File: config.mk
export PLATFORM = sky130hd
export DESIGN_NAME = gf_mul_digit_ctrl
export DESIGN_NICKNAME = d
export VERILOG_FILES = /design/src/rtl/gf_mul_pkg.sv /design/src/rtl/gf_mul_digit_ctrl_serial.sv /design/src/rtl/gf_mul_digit_ctrl.sv
export SDC_FILE = /design/constraint.sdc
export NUM_CORES = 2
export LEC_CHECK = 0
export CORE_UTILIZATION = 50
export CTS_BUF_LIST = sky130_fd_sc_hd__clkbuf_8
export DETAILED_ROUTE_END_ITERATION = 7
export HOLD_SLACK_MARGIN = 0.08
export PLACE_DENSITY = 0.83
export SLEW_MARGIN = 20
export SYNTH_ARGS = -nofsm -noshare
export SYNTH_HDL_FRONTEND = slang
export SYNTH_SLANG_ARGS = --single-unit
File: constraint.sdc
create_clock -name clk -period 4.09 [get_ports clk]
set_input_delay 0.818 -clock clk [delete_from_list [all_inputs] [get_ports clk]]
set_output_delay 0.818 -clock clk [all_outputs]
set_load 0.05 [all_outputs]
File: src/rtl/gf_mul_pkg.sv
// Shared types and constants for the digit-serial GF(2^m) multiplier.
package gf_mul_pkg;

  // Controller states: waiting for operands, stepping digits, holding result.
  typedef enum logic [1:0] {
    IDLE = 2'd0,
    RUN  = 2'd1,
    DONE = 2'd2
  } state_t;

  // Reduction polynomial of sect163 without the x^163 term.
  localparam logic [162:0] GF163_G = 163'hC9;

  // Number of DIGITAL-bit digits needed to cover a DATA_WIDTH-bit multiplier.
  function automatic int num_digits(input int width, input int digit);
    return (width + digit - 1) / digit;
  endfunction

endpackage

File: src/rtl/gf_mul_digit_ctrl_serial.sv
// Digit-step block: t_i_j = t_i1_j1 * x^DIGITAL + a * digit(b), reduced mod f.
// The digit is consumed MSB-first, one Horner step per bit.
module serial #(
  parameter int DATA_WIDTH = 163,
  parameter int DIGITAL    = 4
) (
  input  logic [DATA_WIDTH-1:0] a,
  input  logic [DATA_WIDTH-1:0] g,
  input  logic [DIGITAL-1:0]    b,
  input  logic [DATA_WIDTH-1:0] t_i1_j1,
  output logic [DATA_WIDTH-1:0] t_i_j
);

  logic [DATA_WIDTH-1:0] acc;

  // Multiply by x with reduction, then conditionally add a, for each digit bit.
  always_comb begin
    acc = t_i1_j1;
    for (int i = DIGITAL - 1; i >= 0; i--) begin
      acc = {acc[DATA_WIDTH-2:0], 1'b0} ^ ({DATA_WIDTH{acc[DATA_WIDTH-1]}} & g);
      if (b[i]) begin
        acc = acc ^ a;
      end
    end
    t_i_j = acc;
  end

endmodule

File: src/rtl/gf_mul_digit_ctrl.sv
// Sequential wrapper around the digit-step block: one GF(2^m) product per
// transaction, b fed MSB-first DIGITAL bits per cycle, one operation in flight.
module gf_mul_digit_ctrl
  import gf_mul_pkg::*;
#(
  parameter int DATA_WIDTH = 163,
  parameter int DIGITAL    = 4
) (
  input  logic                  clk,
  input  logic                  rst_n,
  input  logic                  in_valid,
  output logic                  in_ready,
  input  logic [DATA_WIDTH-1:0] a,
  input  logic [DATA_WIDTH-1:0] b,
  input  logic [DATA_WIDTH-1:0] g,
  output logic                  out_valid,
  input  logic                  out_ready,
  output logic [DATA_WIDTH-1:0] c
);

  localparam int NUM_DIGITS = num_digits(DATA_WIDTH, DIGITAL);
  localparam int BW         = NUM_DIGITS * DIGITAL;
  localparam int CW         = $clog2(NUM_DIGITS + 1);
  localparam logic [CW-1:0] LAST = CW'(NUM_DIGITS - 1);

  state_t                state;
  state_t                state_nxt;
  logic [DATA_WIDTH-1:0] a_r;
  logic [DATA_WIDTH-1:0] g_r;
  logic [DATA_WIDTH-1:0] t;
  logic [DATA_WIDTH-1:0] t_nxt;
  logic [BW-1:0]         b_sh;
  logic [CW-1:0]         cnt;
  logic                  accept;
  logic                  last;

  serial #(
    .DATA_WIDTH (DATA_WIDTH),
    .DIGITAL    (DIGITAL)
  ) u_serial (
    .a       (a_r),
    .g       (g_r),
    .b       (b_sh[BW-1 -: DIGITAL]),
    .t_i1_j1 (t),
    .t_i_j   (t_nxt)
  );

  // State register.
  always_ff @(posedge clk or negedge rst_n) begin
    if (!rst_n) begin
      state <= IDLE;
    end else begin
      state <= state_nxt;
    end
  end

  // Next-state decode and handshake strobes.
  always_comb begin
    state_nxt = state;
    in_ready  = 1'b0;
    accept    = 1'b0;
    last      = 1'b0;
    case (state)
      IDLE: begin
        in_ready = 1'b1;
        if (in_valid) begin
          accept    = 1'b1;
          state_nxt = RUN;
        end
      end
      RUN: begin
        last = (cnt == LAST);
        if (last) begin
          state_nxt = DONE;
        end
      end
      DONE: begin
        if (out_ready) begin
          state_nxt = IDLE;
        end
      end
      default: state_nxt = IDLE;
    endcase
  end

  // Operand capture, digit stepping, result capture and output handshake.
  // The zero pad sits above b so the leading digits contribute nothing.
  always_ff @(posedge clk or negedge rst_n) begin
    if (!rst_n) begin
      a_r       <= '0;
      g_r       <= '0;
      b_sh      <= '0;
      t         <= '0;
      cnt       <= '0;
      c         <= '0;
      out_valid <= 1'b0;
    end else begin
      if (accept) begin
        a_r  <= a;
        g_r  <= g;
        b_sh <= BW'(b);
        t    <= '0;
        cnt  <= '0;
      end
      if (state == RUN) begin
        t    <= t_nxt;
        b_sh <= b_sh << DIGITAL;
        cnt  <= cnt + CW'(1);
      end
      if (last) begin
        c         <= t_nxt;
        out_valid <= 1'b1;
      end
      if (state == DONE && out_ready) begin
        out_valid <= 1'b0;
      end
    end
  end

endmodule

### Yosys cells after proc, flatten, opt, wreduce, memory -nomap -nowiden

Cells that the tools add are included.

* add/subtract/negate cells: 1
* equal/unequal tests: 6
* mux-type cells: 20
* bitwise operators: 12
* reductions and logical operators: 5

Operators by type and width (count)
* 163-bit bitwise XOR: 8
* 163-bit 2-to-1 mux: 6
* 163-bit bitwise AND: 4
* 164-bit 2-to-1 mux: 2
* 6-bit 2-to-1 mux: 2
* 6-bit by 1-bit adder with 6-bit output, second input constant: 1
* 6-bit equality test, second input constant: 1
* 1-bit 2-to-1 mux: 6
* 2-bit 2-to-1 mux: 3
* 2-bit inequality test, second input constant: 3
* 2-bit one-hot mux with 3 select lines: 1
* 2-bit nonzero test: 2
* 3-bit AND reduction: 1
* 2-bit by 1-bit equality test with 1-bit output, second input constant: 1
* 2-bit equality test, second input constant: 1
* 2-bit zero test: 1
* 1-bit logical AND: 1

* register bits: 825
* output and inout port bits: 165
* word-level logic and storage cells: 52

### Longest topological paths before layout

* depth in word-level cells: 17
* gate-level depth with buffers: 11
* depth with buffers taken out: 8

### By module

A second synthesis with hierarchy kept.

* cells, all modules: 6371
* area total of the unflattened synthesis: 55376.9 µm²

By module, submodules not included
* gf_mul_digit_ctrl: times used 1, cells each 2521, area an instance 32001.9 µm², sequential area each 20644.8 µm²
* serial: times used 1, cells each 3850, area an instance 23374.9 µm², sequential area each 0.0 µm²

### Least setup slack after synthesis

Ideal clock, no wire load.

* path type: register to register
* start: register a_r[162]
* end: register c[100]
* library setup time: 0.132 ns
* data arrival time: 2.436 ns
* data required time: 3.958 ns
* setup slack: 1.522 ns
* cell stages (with the launch flop): 12
* cell sequence: dfrtp_1 > and2_1 > xnor3_1 > buf_2 > xor3_1 > nand2_1 > xnor2_2 > buf_4 > buf_6 > nand2_1 > xnor2_1 > o21ai_1

* word-level cells in the longest chain between the ends: 14

RTL lines
* start, declared: RTL line gf_mul_digit_ctrl.sv:28 `logic [DATA_WIDTH-1:0] a_r;`
* start signal, assigned: RTL line gf_mul_digit_ctrl.sv:90 `a_r <= '0;`
* start signal, assigned: RTL line gf_mul_digit_ctrl.sv:99 `a_r <= a;`
* 163-bit bitwise XOR: RTL line gf_mul_digit_ctrl_serial.sv:22 `acc = acc ^ a;`
* 163-bit 2-to-1 mux: RTL line gf_mul_digit_ctrl_serial.sv:21 `if (b[i]) begin`
* 163-bit bitwise AND: RTL line gf_mul_digit_ctrl_serial.sv:20 `acc = {acc[DATA_WIDTH-2:0], 1'b0} ^ ({DATA_WIDTH{acc[DATA_WIDTH-1]}} & g);`
* 163-bit bitwise XOR: RTL line gf_mul_digit_ctrl_serial.sv:20
* 163-bit bitwise XOR: RTL line gf_mul_digit_ctrl_serial.sv:22
* 163-bit 2-to-1 mux: RTL line gf_mul_digit_ctrl_serial.sv:21
* 163-bit bitwise AND: RTL line gf_mul_digit_ctrl_serial.sv:20
* 163-bit bitwise XOR: RTL line gf_mul_digit_ctrl_serial.sv:20
* 163-bit bitwise XOR: RTL line gf_mul_digit_ctrl_serial.sv:22
* 163-bit 2-to-1 mux *: RTL line gf_mul_digit_ctrl_serial.sv:21
* 163-bit bitwise AND: RTL line gf_mul_digit_ctrl_serial.sv:20
* 163-bit bitwise XOR *: RTL line gf_mul_digit_ctrl_serial.sv:20
* 163-bit bitwise XOR: RTL line gf_mul_digit_ctrl_serial.sv:22
* 163-bit 2-to-1 mux *: RTL line gf_mul_digit_ctrl_serial.sv:21
* end signal, assigned: RTL line gf_mul_digit_ctrl.sv:111 `c <= t_nxt;`
* end, declared: RTL line gf_mul_digit_ctrl.sv:18 `output logic [DATA_WIDTH-1:0] c`

Every way passes the cells marked *; elsewhere a longest branch is shown, timed or not.
A chain may end at the register's enable or synchronous reset.

### Worst setup path after layout

* start: register state[0]
* end: output port in_ready

* word-level cells in the longest chain between the ends: 2

RTL lines
* start, declared: RTL line gf_mul_digit_ctrl.sv:26 `state_t state;`
* start signal, assigned: RTL line gf_mul_digit_ctrl.sv:53 `state <= state_nxt;`
* 2-bit zero test: RTL line gf_mul_digit_ctrl.sv:63 `case (state)`
* 1-bit 2-to-1 mux: RTL line gf_mul_digit_ctrl.sv:63
* end, declared: RTL line gf_mul_digit_ctrl.sv:12 `output logic in_ready,`

No other way between the ends.

==> flow_metrics.py <==
metrics = {
    "setup_path": {
        "cp-startpoint": "state[0]",
        "ff2ff_setup_slack_ns": 0.72,
        "cp-end-kind": "output pin",
        "crit_path_end": "in_ready",
        "critPathKind": "flop to output pin",
        "timing.rr.start": "b_sh[163]",
        "r2r_cells": 10,
        "start_kind": "flop",
        "cp_max_fo": 5,
        "r2r-end": "t[94]",
        "crit_required_ns": 3.27,
        "cp.arrival_ns": 2.56,
    },
    "logic_synthesis": {
        "seq_area_frac_synth_pct": 43.11,
        "netlist_area_um2": 47890,
        "synth-edff-count": 0,
        "synth_seq_cells": 825,
        "synthArstFlopShare_pct": 100.0,
        "ys_warn_count": 0,
        "syn-instance-count": 5951,
        "ys.flop_type": "dfrtp_1",
        "synth_cell_types": 26,
        "synth_nets": 6446,
        "avgSynthCellArea_um2": 8.047,
    },
    "clock_tree": {
        "clk_path_buf_depth": 3,
        "cts-buffers-inserted": 144,
        "cts.clk_slew.worst_paths_ns": 0.06,
        "cts_sinks": 825,
        "cts_tree": "yes",
        "h-tree-depth": 4,
        "clock_latency_ns": 0.86,
        "cts_hold_buf": 1,
        "cts_resized": 0,
        "root_buffer": "clkbuf_8",
        "postCtsSetupBuffers": 0,
    },
    "sta": {
        "slew_viol_final": 0,
        "finalSetupViolCount": 0,
        "rsz0062_at_grt": "false",
        "hold_viol": 0,
        "finalCritPeriodShare_pct": 82.54,
        "timing.slew.headroom_pct": 28.28,
        "skew_ns": 0.04338,
        "fmax_mhz": 296.2,
        "worst_pin_slew_ns": 1.076,
        "layout_min_cycle_time_ns": 3.376,
        "timing.setup.tns_ns": 0,
    },
    "finish": {
        "layout-drive-gt1-share_pct": 5.030,
        "final_cell_mix": "nand2_1, xnor2_1, dfrtp_1, clkdlybuf4s50_1, clkbuf_8",
        "area_growth_pct": 22.90,
        "final_cells": 7882,
        "finalNetCount": 6975,
        "num-fill-cells": 7672,
        "design_area_um2": 58850,
        "final_common_cell": "nand2_1",
    },
    "grt": {
        "grt_pass1_wl_um": 229800,
        "grt_pass1_vias": 42210,
        "grt_usage_pct": 29.62,
        "grt_max_degree": 163,
        "grt-ovfl-total": 0,
        "grt_antenna_before_repair": 16,
    },
    "run": {
        "maxCapViolCount": 0,
    },
    "route": {
        "antenna_left": 0,
        "wl_um": 144400,
        "first_pass_iters": 5,
        "viasPerCell": 5.373,
        "vias": 42350,
        "drcViolationCount": 0,
        "wl_per_cell_um": 18.32,
        "drt-initial-drc-count": 3636,
    },
    "floorplanning": {
        "die_w_um": 311.5,
        "boundaryPins": 658,
        "die-height_um": 311.5,
        "start_util_pct": 50.48,
        "core_area_um2": 94870,
        "dieArea_um2": 97020,
        "num_rows": 113,
    },
    "placed_design": {
        "hpwl_um": 99580,
        "placed_area_um2": 55620,
        "gp_congestion": 0.9035,
        "io_buffers": 657,
        "dp.cells": 7598,
    },
    "run_status": {
        "outcome": "complete, no violations",
    },
    "worst_hold_path": {
        "hold_class": "flop to flop",
    },
}
per-layer routing:
layer / part of all wire (%) / up-vias / global-route usage (%) / wire length [um]
met4: 7.1 / 4 / 20.47 / 10210
li1: - / 19620 / - / -
met1: 39 / 20310 / 37.10 / 56900
met3: 7.9 / 528 / 6.376 / 11410
met5: 0.020 / - / 0 / 29
met2: 46 / 1887 / 45.82 / 65820
flip-flops by register name, summed over array words and instances (netlist names):
signal and count:
a_r 163, b_sh 164, c 163, cnt 6, g_r 163, out_valid 1
state 2, t 163
synth_stat cells, types with 7 or more instances:
cell      instances  share of area (%)
dfrtp_1         825                 43
nand2_1        2779                 22
o21ai_0         168                1.8
buf_4             9               0.14
a22oi_1         159                2.5
xor2_1          161                2.9
buf_2            48               0.50
buf_1            12              0.094
o21ai_1         166                1.7
clkbuf_1        285                2.2
nand3_1         170                1.8
xnor2_1        1133                 21
buf_6             7               0.16
final cells by class:
type                            instances  area, um2  share of cell area, %
Multi-Input combinational cell       4762      25800                  43.83
Sequential cell                       825      20660                  35.11
Timing Repair Buffer                  744       7575                  12.87
Clock buffer                          191       2629                  4.467
Tap cell                             1265       1583                  2.689
Clock inverter                         75      553.0                 0.9397
Antenna cell                           17      42.54                0.07228
Inverter                                3      11.26                0.01913
per-stage QoR:
| stage | setup WS, ns | utilization (%) | hold slack (ns) |
|---|---|---|---|
| floorplan | 1.522 | - | 0.4386 |
| global placement | 0.9047 | 58.63 | 0.4574 |
| detailed placement | 0.7363 | 58.63 | 0.4625 |
| CTS | 0.6395 | 61.99 | 0.4199 |
| global route | 0.5608 | 62.03 | 0.4496 |
| finish | 0.7139 | 62.04 | 0.4761 |
cell families after synthesis:
group,share of synthesized area (%)
buffers and inverters,3.159
xor gates and xnor gates,23.93
and+or+nand+nor,23.72
AOI/OAI and AO/OA,6.036
adders and majority gates,0.05225
DFF,43.11
worst min path at each step:
| stage | from | to | depth (start not counted) | slack, ns |
|---|---|---|---|---|
| after global routing | a[116] | a_r[116] | 3 | 0.45 |
| final | b_sh[77] | b_sh[77] | 2 | 0.48 |
| after CTS | a[29] | a_r[29] | 3 | 0.42 |
| after global placement | b_sh[4] | b_sh[4] | 2 | 0.46 |
| after detailed placement | b_sh[77] | b_sh[77] | 2 | 0.46 |
| after floorplan | b_sh[159] | b_sh[163] | 2 | 0.44 |
worst max-delay path: stages (launching register included):
cell and delay [ns]:
dfrtp_1 0.45, nor2_1 0.40, clkdlybuf4s50_1 0.89
Power is left out: the tool's default activity adds up to more than one toggle a clock period on the data nets, which glitch-free logic cannot reach.
